### src/rtl/red_pitaya_iq_demodulator_block_if.sv
// ============================================================================
// Module   : red_pitaya_iq_demodulator_block_if
// Brief    : Sample/LO inputs and I/Q result outputs of the IQ demodulator.
// Revision : 1.0
// ============================================================================
`default_nettype none

interface red_pitaya_iq_demodulator_block_if #(
    parameter int INBITS  = 14,
    parameter int SINBITS = 14,
    parameter int OUTBITS = 18,
    parameter int AVGBITS = 4
);
    logic signed [SINBITS-1:0] sin;
    logic signed [SINBITS-1:0] cos;
    logic signed [INBITS-1:0]  signal_i;
    logic        [AVGBITS-1:0] avg_log2_i;
    logic                      sync_i;
    logic signed [OUTBITS-1:0] signal_i_o;
    logic signed [OUTBITS-1:0] signal_q_o;
    logic                      valid_o;
    logic                      sat_o;

    modport master (
        output sin, cos, signal_i, avg_log2_i, sync_i,
        input  signal_i_o, signal_q_o, valid_o, sat_o
    );

    modport slave (
        input  sin, cos, signal_i, avg_log2_i, sync_i,
        output signal_i_o, signal_q_o, valid_o, sat_o
    );
endinterface

`default_nettype wire

### src/rtl/red_pitaya_iq_demodulator_block.sv
// ============================================================================
// Module   : red_pitaya_iq_demodulator_block
// Brief    : Mixes a sample stream with sin/cos LO, integrate-and-dump averages
//            over 2^avg_log2 samples, scales and saturates to I/Q outputs.
// Revision : 1.0
// ============================================================================
`default_nettype none

module red_pitaya_iq_demodulator_block #(
    parameter int INBITS    = 14,
    parameter int SINBITS   = 14,
    parameter int OUTBITS   = 18,
    parameter int SHIFTBITS = 0,
    parameter int AVGBITS   = 4
) (
    input  logic                              clk_i,
    input  logic                              rst_i,
    red_pitaya_iq_demodulator_block_if.slave  bus
);
    localparam int PRODBITS  = INBITS + SINBITS;
    localparam int CNTBITS   = (1 << AVGBITS) - 1;
    localparam int ACCBITS   = PRODBITS + CNTBITS;
    localparam int BASESHIFT = SINBITS - 1 - SHIFTBITS;

    localparam logic signed [ACCBITS-1:0] OUT_MAX =
        {{(ACCBITS-OUTBITS+1){1'b0}}, {(OUTBITS-1){1'b1}}};
    localparam logic signed [ACCBITS-1:0] OUT_MIN =
        {{(ACCBITS-OUTBITS+1){1'b1}}, {(OUTBITS-1){1'b0}}};

    // stage 1
    logic signed [INBITS-1:0]   sig_r;
    logic signed [SINBITS-1:0]  sin_r;
    logic signed [SINBITS-1:0]  cos_r;
    logic                       v1;
    // stage 2
    logic signed [PRODBITS-1:0] prod_i;
    logic signed [PRODBITS-1:0] prod_q;
    logic                       v2;
    // stage 3
    logic signed [ACCBITS-1:0]  acc_i;
    logic signed [ACCBITS-1:0]  acc_q;
    logic        [CNTBITS-1:0]  cnt;
    logic        [AVGBITS-1:0]  navg;
    logic signed [OUTBITS-1:0]  out_i;
    logic signed [OUTBITS-1:0]  out_q;
    logic                       valid;
    logic                       sat;

    logic signed [PRODBITS-1:0] sig_x;
    logic signed [PRODBITS-1:0] sin_x;
    logic signed [PRODBITS-1:0] cos_x;
    logic signed [PRODBITS-1:0] mul_i;
    logic signed [PRODBITS-1:0] mul_q;
    logic signed [ACCBITS-1:0]  sum_i;
    logic signed [ACCBITS-1:0]  sum_q;
    logic signed [ACCBITS-1:0]  shifted_i;
    logic signed [ACCBITS-1:0]  shifted_q;
    logic        [7:0]          shamt;
    logic        [CNTBITS-1:0]  last;
    logic        [OUTBITS:0]    res_i;
    logic        [OUTBITS:0]    res_q;

    // Returns {saturated_flag, clamped_value}.
    function automatic logic [OUTBITS:0] saturate(input logic signed [ACCBITS-1:0] x);
        logic [OUTBITS:0] r;
        if (x > OUT_MAX)
            r = {1'b1, OUT_MAX[OUTBITS-1:0]};
        else if (x < OUT_MIN)
            r = {1'b1, OUT_MIN[OUTBITS-1:0]};
        else
            r = {1'b0, x[OUTBITS-1:0]};
        return r;
    endfunction

    assign sig_x = PRODBITS'(sig_r);
    assign sin_x = PRODBITS'(sin_r);
    assign cos_x = PRODBITS'(cos_r);
    assign mul_i = sig_x * sin_x;
    assign mul_q = sig_x * cos_x;

    // Dump includes the current product, so the window needs no extra cycle.
    assign sum_i     = acc_i + {{CNTBITS{prod_i[PRODBITS-1]}}, prod_i};
    assign sum_q     = acc_q + {{CNTBITS{prod_q[PRODBITS-1]}}, prod_q};
    assign shamt     = 8'(navg) + 8'(BASESHIFT);
    assign shifted_i = sum_i >>> shamt;
    assign shifted_q = sum_q >>> shamt;
    assign res_i     = saturate(shifted_i);
    assign res_q     = saturate(shifted_q);
    assign last      = ~({CNTBITS{1'b1}} << navg);

    always_ff @(posedge clk_i or posedge rst_i) begin
        if (rst_i) begin
            sig_r  <= '0;
            sin_r  <= '0;
            cos_r  <= '0;
            v1     <= 1'b0;
            prod_i <= '0;
            prod_q <= '0;
            v2     <= 1'b0;
            acc_i  <= '0;
            acc_q  <= '0;
            cnt    <= '0;
            navg   <= '0;
            out_i  <= '0;
            out_q  <= '0;
            valid  <= 1'b0;
            sat    <= 1'b0;
        end else begin
            sig_r  <= bus.signal_i;
            sin_r  <= bus.sin;
            cos_r  <= bus.cos;
            prod_i <= mul_i;
            prod_q <= mul_q;
            if (bus.sync_i) begin
                // Sync aborts the window; results on the outputs are kept.
                v1    <= 1'b0;
                v2    <= 1'b0;
                acc_i <= '0;
                acc_q <= '0;
                cnt   <= '0;
                navg  <= bus.avg_log2_i;
                valid <= 1'b0;
            end else begin
                v1 <= 1'b1;
                v2 <= v1;
                if (v2 && (cnt == last)) begin
                    out_i <= res_i[OUTBITS-1:0];
                    out_q <= res_q[OUTBITS-1:0];
                    sat   <= res_i[OUTBITS] | res_q[OUTBITS];
                    acc_i <= '0;
                    acc_q <= '0;
                    cnt   <= '0;
                    navg  <= bus.avg_log2_i;
                    valid <= 1'b1;
                end else if (v2) begin
                    acc_i <= sum_i;
                    acc_q <= sum_q;
                    cnt   <= cnt + CNTBITS'(1);
                    valid <= 1'b0;
                end else begin
                    valid <= 1'b0;
                end
            end
        end
    end

    assign bus.signal_i_o = out_i;
    assign bus.signal_q_o = out_q;
    assign bus.valid_o    = valid;
    assign bus.sat_o      = sat;

endmodule

`default_nettype wire

### src/flat_wrapper.sv
// flat-port wrapper written by rule: the top's interface ports become plain ports
module red_pitaya_iq_demodulator_block_flat 
#(
    parameter int INBITS    = 14,
    parameter int SINBITS   = 14,
    parameter int OUTBITS   = 18,
    parameter int SHIFTBITS = 0,
    parameter int AVGBITS   = 4
)
  (clk_i, rst_i, bus_sin, bus_cos, bus_signal_i, bus_avg_log2_i, bus_sync_i, bus_signal_i_o, bus_signal_q_o, bus_valid_o, bus_sat_o);
  red_pitaya_iq_demodulator_block_if #(.INBITS(INBITS), .SINBITS(SINBITS), .OUTBITS(OUTBITS), .AVGBITS(AVGBITS)) bus_i ();
  input  logic clk_i;
  input  logic rst_i;
  input wire logic [$bits(bus_i.sin)-1:0] bus_sin;
  input wire logic [$bits(bus_i.cos)-1:0] bus_cos;
  input wire logic [$bits(bus_i.signal_i)-1:0] bus_signal_i;
  input wire logic [$bits(bus_i.avg_log2_i)-1:0] bus_avg_log2_i;
  input wire logic [$bits(bus_i.sync_i)-1:0] bus_sync_i;
  output wire logic [$bits(bus_i.signal_i_o)-1:0] bus_signal_i_o;
  output wire logic [$bits(bus_i.signal_q_o)-1:0] bus_signal_q_o;
  output wire logic [$bits(bus_i.valid_o)-1:0] bus_valid_o;
  output wire logic [$bits(bus_i.sat_o)-1:0] bus_sat_o;
  assign bus_i.sin = bus_sin;
  assign bus_i.cos = bus_cos;
  assign bus_i.signal_i = bus_signal_i;
  assign bus_i.avg_log2_i = bus_avg_log2_i;
  assign bus_i.sync_i = bus_sync_i;
  assign bus_signal_i_o = bus_i.signal_i_o;
  assign bus_signal_q_o = bus_i.signal_q_o;
  assign bus_valid_o = bus_i.valid_o;
  assign bus_sat_o = bus_i.sat_o;
  red_pitaya_iq_demodulator_block #(.INBITS(INBITS), .SINBITS(SINBITS), .OUTBITS(OUTBITS), .SHIFTBITS(SHIFTBITS), .AVGBITS(AVGBITS)) u_core (.clk_i(clk_i), .rst_i(rst_i), .bus(bus_i));
endmodule
### config.mk
export PLATFORM = sky130hd
export DESIGN_NAME = red_pitaya_iq_demodulator_block_flat
export DESIGN_NICKNAME = d
export VERILOG_FILES = /design/src/rtl/red_pitaya_iq_demodulator_block_if.sv /design/src/rtl/red_pitaya_iq_demodulator_block.sv /design/src/flat_wrapper.sv
export SDC_FILE = /design/constraint.sdc
export NUM_CORES = 2
export LEC_CHECK = 0
export ABC_AREA = 1
export CAP_MARGIN = 0
export CORE_ASPECT_RATIO = 0.5
export CORE_UTILIZATION = 55
export DETAILED_ROUTE_END_ITERATION = 10
export PLACE_DENSITY = 0.83
export SLEW_MARGIN = 25
export SYNTH_ARGS = -nofsm -noshare
export SYNTH_HDL_FRONTEND = slang
export SYNTH_SLANG_ARGS = --single-unit
### constraint.sdc
create_clock -name clk_i -period 8.6 [get_ports clk_i]
set_input_delay 1.29 -clock clk_i [delete_from_list [all_inputs] [get_ports clk_i]]
set_output_delay 1.29 -clock clk_i [all_outputs]
set_load 0.05 [all_outputs]
---- After elaboration in Yosys (flattened, before gate mapping) ----
Index checks and enable logic that the tools add are counted.
operators by class
  shift-type cells ........................ 3
  $mul .................................... 2
  reduce and logical (&&, ||, !) cells .... 4
  bitwise operators ....................... 3
  muxes and demuxes ....................... 19
  eq/ne operators ......................... 1
  add/sub/neg operators ................... 4
  magnitude comparators ................... 4
operator list
  kind                   number
  $mux 43                6
  $add 43x43->43         2
  $gt 43x18->1 const B   2
  $lt 43x18->1 const B   2
  $sshr 43x8->43         2
  $mux 19                4
  $mul 14x14->28         2
  $mux 15                3
  $add 15x1->15 const B  1
  $eq 15x15->1           1
  $not 15->15            1
  $shl 15x4->15 const A  1
  $mux 4                 2
  $add 4x4->5 const B    1
  $mux 1                 4
  $reduce_bool 3->1      1
  $reduce_and 2->1       1
  $reduce_bool 2->1      1
  $logic_and 1x1->1      1
  $not 1->1              1
  $or 1x1->1             1
word-level totals
  input port bits ......................... 49
  bits in registers ....................... 243
  output and inout bits ................... 38

---- Longest topological paths before layout ----
  depth in word-level cells ............... 6
  mapped depth ............................ 34
  mapped depth without buffers ............ 32

---- Worst setup path before layout ----
OpenSTA, ideal clock, no wires.
  path type ............................... flip-flop to flip-flop
  from .................................... register u_core.sig_r[7]
  to ...................................... register u_core.prod_q[26]
  setup slack ............................. 2,399 ps
  clock period less this slack ............ 6,201 ps
  arrival time ............................ 6,085 ps
  cell stages (with the launch flop) ...... 27
  cell sequence ........................... dfrtp_1 clkbuf_1 clkbuf_1 nand2_1 fa_1 inv_1 fa_1 fa_1 inv_1 fa_1 fa_1 inv_1 fa_1 ha_1 nand2_1 o21ai_1 a21oi_1 o21bai_1 a21boi_1 o21ai_0 a21boi_1 o21ai_0 a21boi_1 o21ai_0 nand2_1 nand3_1 nand2_1
on the way
  longest elaborated chain between the ends .. 1
RTL lines
  what                    line                                    text
  from (decl)             red_pitaya_iq_demodulator_block.sv:31   logic signed [INBITS-1:0] sig_r;
  from (signal assigned)  red_pitaya_iq_demodulator_block.sv:109  sig_r <= bus.signal_i;
  $mul 14x14->28          red_pitaya_iq_demodulator_block.sv:79   assign mul_q = sig_x * cos_x;
  net u_core.mul_q[26]    red_pitaya_iq_demodulator_block.sv:53   logic signed [PRODBITS-1:0] mul_q;
  to (signal assigned)    red_pitaya_iq_demodulator_block.sv:113  prod_q <= mul_q;
  to (decl)               red_pitaya_iq_demodulator_block.sv:37   logic signed [PRODBITS-1:0] prod_q;
The timed path passes the listed nets, and every way through them passes these cells.
A chain may end at the register's enable or synchronous reset.

---- Final worst setup path ----
  from .................................... register u_core.sig_r[3]
  to ...................................... register u_core.prod_q[26]
The elaborated chain is that of the path after synthesis.

==> summary by stage <==
Yosys
Yosys printed 0 warnings. The fraction of the yosys area taken by sequential cells is 16.58%. The simple-gate share of the synthesized area is 31.51%. After synthesis, the cell types taking the most area are sky130_fd_sc_hd__fa_1 (21%), sky130_fd_sc_hd__nand2_1 (17%), sky130_fd_sc_hd__dfrtp_1 (17%), sky130_fd_sc_hd__inv_1 (10%), sky130_fd_sc_hd__nand3_1 (8.5%). sky130_fd_sc_hd__nand2_1 is the most common cell in the netlist. In the synthesized netlist, mux cells make up 0.1365% of the area. After Yosys synthesis, full adders, half adders and majority gates account for 29.01% of the synthesized area. The dominant synthesized flop cell is sky130_fd_sc_hd__dfrtp_1. The top cell type's share of synthesized area is 21.40%. The net count after synthesis is 6014. A synthesized cell averages 6.855 um^2. By count the netlist is led by sky130_fd_sc_hd__nand2_1 (1624), sky130_fd_sc_hd__inv_1 (1005), sky130_fd_sc_hd__nand3_1 (624). By area, the combinational part of the netlist is dominated by simple AND/OR/NAND/NOR gates. The total of flip-flops plus latches after synthesis is 243.

The synthesized netlist cell count is 5350. The summed instance area of the synthesized netlist is 36680 um^2. Summing the areas of all compound-gate instances in the mapped netlist gives 7.212% of the synthesized area.

The number of different library cells in the post-synthesis netlist is 57. The post-synthesis share of cell area spent on xor and xnor gates is 2.739%. The fraction of synthesis flops using an asynchronous set or reset pin is 100.0%. The leading area contributor after synthesis is sky130_fd_sc_hd__fa_1. The number of enable-type register cells in the synthesized netlist is 0.

Clock tree
The cell sitting at the root of the clock tree is a sky130_fd_sc_hd__clkbuf_16. The longest clock path from root to sink contains 3 buffers. The maximum level of the CTS H-tree is 1. The number of sinks driven by the clock tree is 243. After clock tree synthesis, the flow added hold-fix buffers numbering 0. Clock-pin slew was measured on the worst setup and hold paths at 0.07 ns. The buffer count from post-CTS setup fixing is 0. TritonCTS built the clock tree. For the worst-skew pair, the clock arrives at the later sink with an insertion delay of 0.62 ns. Gates resized during post-CTS repair numbered 0. In this run, CTS created clock tree buffers numbering 27.

Timing
The number of pins exceeding their max-slew limit in the final report is 0. Setup repair after global routing left no endpoint under its margin. Setup violations remaining at the end of the flow were counted as 0. For the pin with the worst max-slew slack, the measured transition is 1.052 ns. The count of endpoints failing hold in the final timing report is 0.

The clock arrives with 0.03490 ns of skew. The setup total negative slack is 0 ns. Once routing completed, OpenROAD measured the worst setup slack at 1.837 ns.

The headroom to the max-slew limit is 29.86%. The post-route clock period utilization is 78.64%. For the finished layout, the period the worst path requires is 6.763 ns. The top achievable clock speed is 147.9 MHz.

Flow run
The tool flagged a number of max-cap violations equal to 0.

GRT
The first global-routing pass estimated 178500 um of wire. Across every metal layer, demand over resource in global routing totals 33.17%. The number of antenna violations at the first check in global routing is 1. The number of global-route vias before repair was 33457.

Entering global routing, the biggest net connects 175 pins. The residual overflow from global routing is 0.

Setup path
The worst setup path is launched from a flip-flop. The endpoint class of the critical path is a flip-flop. The required time at the endpoint of the critical path is 9.10 ns. The startpoint of the most critical setup path is u_core.sig_r[3].

Of all nets on the critical path, the largest fanout is 28. By startpoint and endpoint, the worst setup path is classified as flip-flop to flip-flop. The arrival time of data at the critical path endpoint is 7.26 ns.

In this run the critical register-to-register path is launched from u_core.sig_r[3].

Place
At the placement stage, the worst setup path has a slack of 1.933 ns. The post-detailed-placement half-perimeter wirelength is 87140 um. The post-place instance area is 38110 um^2.

The count of buffers added on input and output ports is 86. The routability-driven placement congestion ratio is 1.024.

Worst hold path
The path class of the tightest hold or removal check is flip-flop to flip-flop. The hold path startpoint is u_core.v1.

Cells and area
Fill cells in the final layout number 6004. The post-route netlist has 4.553% of its cells at a drive strength greater than 1. 0 antenna diodes ended up in the layout. Once layout is done, the placed cells without fillers occupy 39120 um^2. The post-synthesis to final-layout area growth is 6.666%. Summing all multi-input logic gate instances after layout gives 25950 um^2. The final net count is 5959.

Across the whole layout, storage elements account for 6082 um^2.

Die
The standard-cell row count is 66. The vertical die dimension is 184.6 um. The core footprint is 65490 um^2.

For this configuration, the core starts out at a cell density of 56.01%. For this design the top-level I/O count stands at 87. Measured along the x axis, the die boundary spans 367.2 um. The die area is 67780 um^2.

Outcome
The run finished with clean final reports.

Pwr
Dividing total power by cell area gives a power density of 433.5 nW/um^2. The leakage power summed over all cells is 21.84 nW. IR analysis of the VDD net gives a maximum drop of 546.1 uV.

Drt
The first TritonRoute pass finished after 6 iterations. The initial detailed-routing violation count is 4194. The wire length per cell is 17.86 um.

The count of nets left with antenna violations after detail routing is 0. The detailed router placed 34840 vias in this run. For this block, the routed nets add up to 110700 um of wire. The number of DRC violations after detailed routing is 0. After detailed routing, the number of vias per cell comes to 5.620.
final cells by class:
cell class / instances / share of cell area [%]
Sequential cell: 243 / 15.55
Tap cell: 884 / 2.827
Multi-Input combinational cell: 3880 / 66.35
Clock buffer: 34 / 1.897
Timing Repair Buffer: 117 / 2.879
Inverter: 1026 / 9.880
Clock inverter: 15 / 0.6237
worst paths after layout:
path | cells past startpoint | slack (ns) | end
min in group asynchronous | 2 | 1.11 | u_core.acc_q[15]
min | 2 | 0.46 | u_core.v2
max | 24 | 1.84 | u_core.prod_q[26]
max reg2reg | 24 | 1.84 | u_core.prod_q[26]
min reg2reg | 2 | 0.46 | u_core.v2
max in group asynchronous | 4 | 6.12 | u_core.navg[0]
kinds of logic after synthesis:
kind of cell               after synthesis
DFF                                    243
muxes                                    5
xor gates and xnor gates               113
adders and majority gates              615
AOI/OAI and AO/OA                      453
buffers and inverters                 1227
and+or+nand+nor                       2694
placed cells by master, fill, tap and decap left out, types with 6 or more instances in the layout:
| cell | synthesis | routed |
|---|---|---|
| sky130_fd_sc_hd__nand2_1 | 1624 | 1624 |
| sky130_fd_sc_hd__inv_1 | 1005 | 1001 |
| sky130_fd_sc_hd__nand3_1 | 624 | 624 |
| sky130_fd_sc_hd__fa_1 | 392 | 392 |
| sky130_fd_sc_hd__nor2_1 | 253 | 249 |
| sky130_fd_sc_hd__dfrtp_1 | 243 | 242 |
| sky130_fd_sc_hd__ha_1 | 223 | 221 |
| sky130_fd_sc_hd__a21oi_1 | 179 | 179 |
| sky130_fd_sc_hd__o21ai_0 | 132 | 132 |
| sky130_fd_sc_hd__clkdlybuf4s50_1 | 0 | 86 |
| sky130_fd_sc_hd__xor2_1 | 73 | 73 |
| sky130_fd_sc_hd__nand4_1 | 40 | 40 |
| sky130_fd_sc_hd__xnor2_1 | 38 | 38 |
| sky130_fd_sc_hd__nand3_2 | 35 | 35 |
| sky130_fd_sc_hd__nand2_2 | 32 | 32 |
| sky130_fd_sc_hd__buf_4 | 4 | 29 |
| sky130_fd_sc_hd__nor2_2 | 26 | 27 |
| sky130_fd_sc_hd__clkbuf_16 | 0 | 27 |
| sky130_fd_sc_hd__o21ai_1 | 25 | 25 |
| sky130_fd_sc_hd__a32o_1 | 22 | 22 |
| sky130_fd_sc_hd__a21oi_2 | 21 | 21 |
| sky130_fd_sc_hd__nor3_1 | 18 | 18 |
| sky130_fd_sc_hd__inv_2 | 14 | 16 |
| sky130_fd_sc_hd__o21bai_1 | 14 | 14 |
| sky130_fd_sc_hd__a31oi_1 | 13 | 13 |
| sky130_fd_sc_hd__o211ai_1 | 13 | 13 |
| sky130_fd_sc_hd__a22o_1 | 12 | 12 |
| sky130_fd_sc_hd__nor4_1 | 9 | 9 |
| sky130_fd_sc_hd__or2_2 | 8 | 8 |
| sky130_fd_sc_hd__nand3b_1 | 6 | 6 |
| sky130_fd_sc_hd__bufinv_16 | 0 | 6 |
registers in the layout, indices dropped and copies added (netlist names):
signal,flops
u_core.cnt,15
u_core.bus.valid_o,1
u_core.sin_r,14
u_core.bus.signal_q_o,18
u_core.prod_i,28
u_core.bus.sat_o,1
u_core.cos_r,14
u_core.acc_i,43
u_core.acc_q,43
u_core.prod_q,28
u_core.bus.signal_i_o,18
u_core.navg,4
u_core.v1,1
u_core.v2,1
u_core.sig_r,14
report_power, final:
group	internal [mW]	switching, mW
Combinational	4.93	8.86
Sequential	1.54	0.261
Clock	0.793	0.570
worst max-delay path, stage by stage (launching register included):
cell	delay (ns)
sky130_fd_sc_hd__dfrtp_1	0.99
sky130_fd_sc_hd__nand2_1	0.23
sky130_fd_sc_hd__fa_1	0.59
sky130_fd_sc_hd__inv_1	0.04
sky130_fd_sc_hd__ha_1	0.18
sky130_fd_sc_hd__fa_1	0.48
sky130_fd_sc_hd__inv_1	0.06
sky130_fd_sc_hd__fa_1	0.49
sky130_fd_sc_hd__fa_1	0.49
sky130_fd_sc_hd__inv_1	0.05
sky130_fd_sc_hd__fa_1	0.44
sky130_fd_sc_hd__ha_1	0.36
sky130_fd_sc_hd__nand2_1	0.07
sky130_fd_sc_hd__o21ai_1	0.22
sky130_fd_sc_hd__a21oi_1	0.10
sky130_fd_sc_hd__o21bai_1	0.23
sky130_fd_sc_hd__a21boi_1	0.16
sky130_fd_sc_hd__o21ai_0	0.35
sky130_fd_sc_hd__a21boi_1	0.16
sky130_fd_sc_hd__o21ai_0	0.28
sky130_fd_sc_hd__a21boi_1	0.15
sky130_fd_sc_hd__o21ai_0	0.27
sky130_fd_sc_hd__nand2_1	0.11
sky130_fd_sc_hd__nand3_1	0.09
sky130_fd_sc_hd__nand2_1	0.05
metrics by stage:
stage / power, mW / hold slack (ns) / std cells / util [%]
2_1_floorplan: 12.04 / 0.4340 / 5350 / -
4_1_cts: 16.79 / 0.4691 / 6198 / 59.70
3_5_place_dp: 15.34 / 0.4524 / 6149 / 58.19
5_1_grt: 18.89 / 0.4925 / 6199 / 59.74
3_3_place_gp: 14.89 / 0.4454 / 6149 / 58.19
6_report: 16.96 / 0.4609 / 6199 / 59.74
per-layer routing:
layer | part of all wire [%] | track usage [%] | up-vias | wire length, um
li1 | - | - | 16429 | -
met1 | 44 | 47.93 | 16497 | 48460
met2 | 42 | 49.98 | 1702 | 46800
met3 | 11 | 7.797 | 212 | 12610
met4 | 2.5 | 8.200 | 0 | 2822
met5 | 0 | 0 | - | 0
Power figures use the tool's default switching activity.
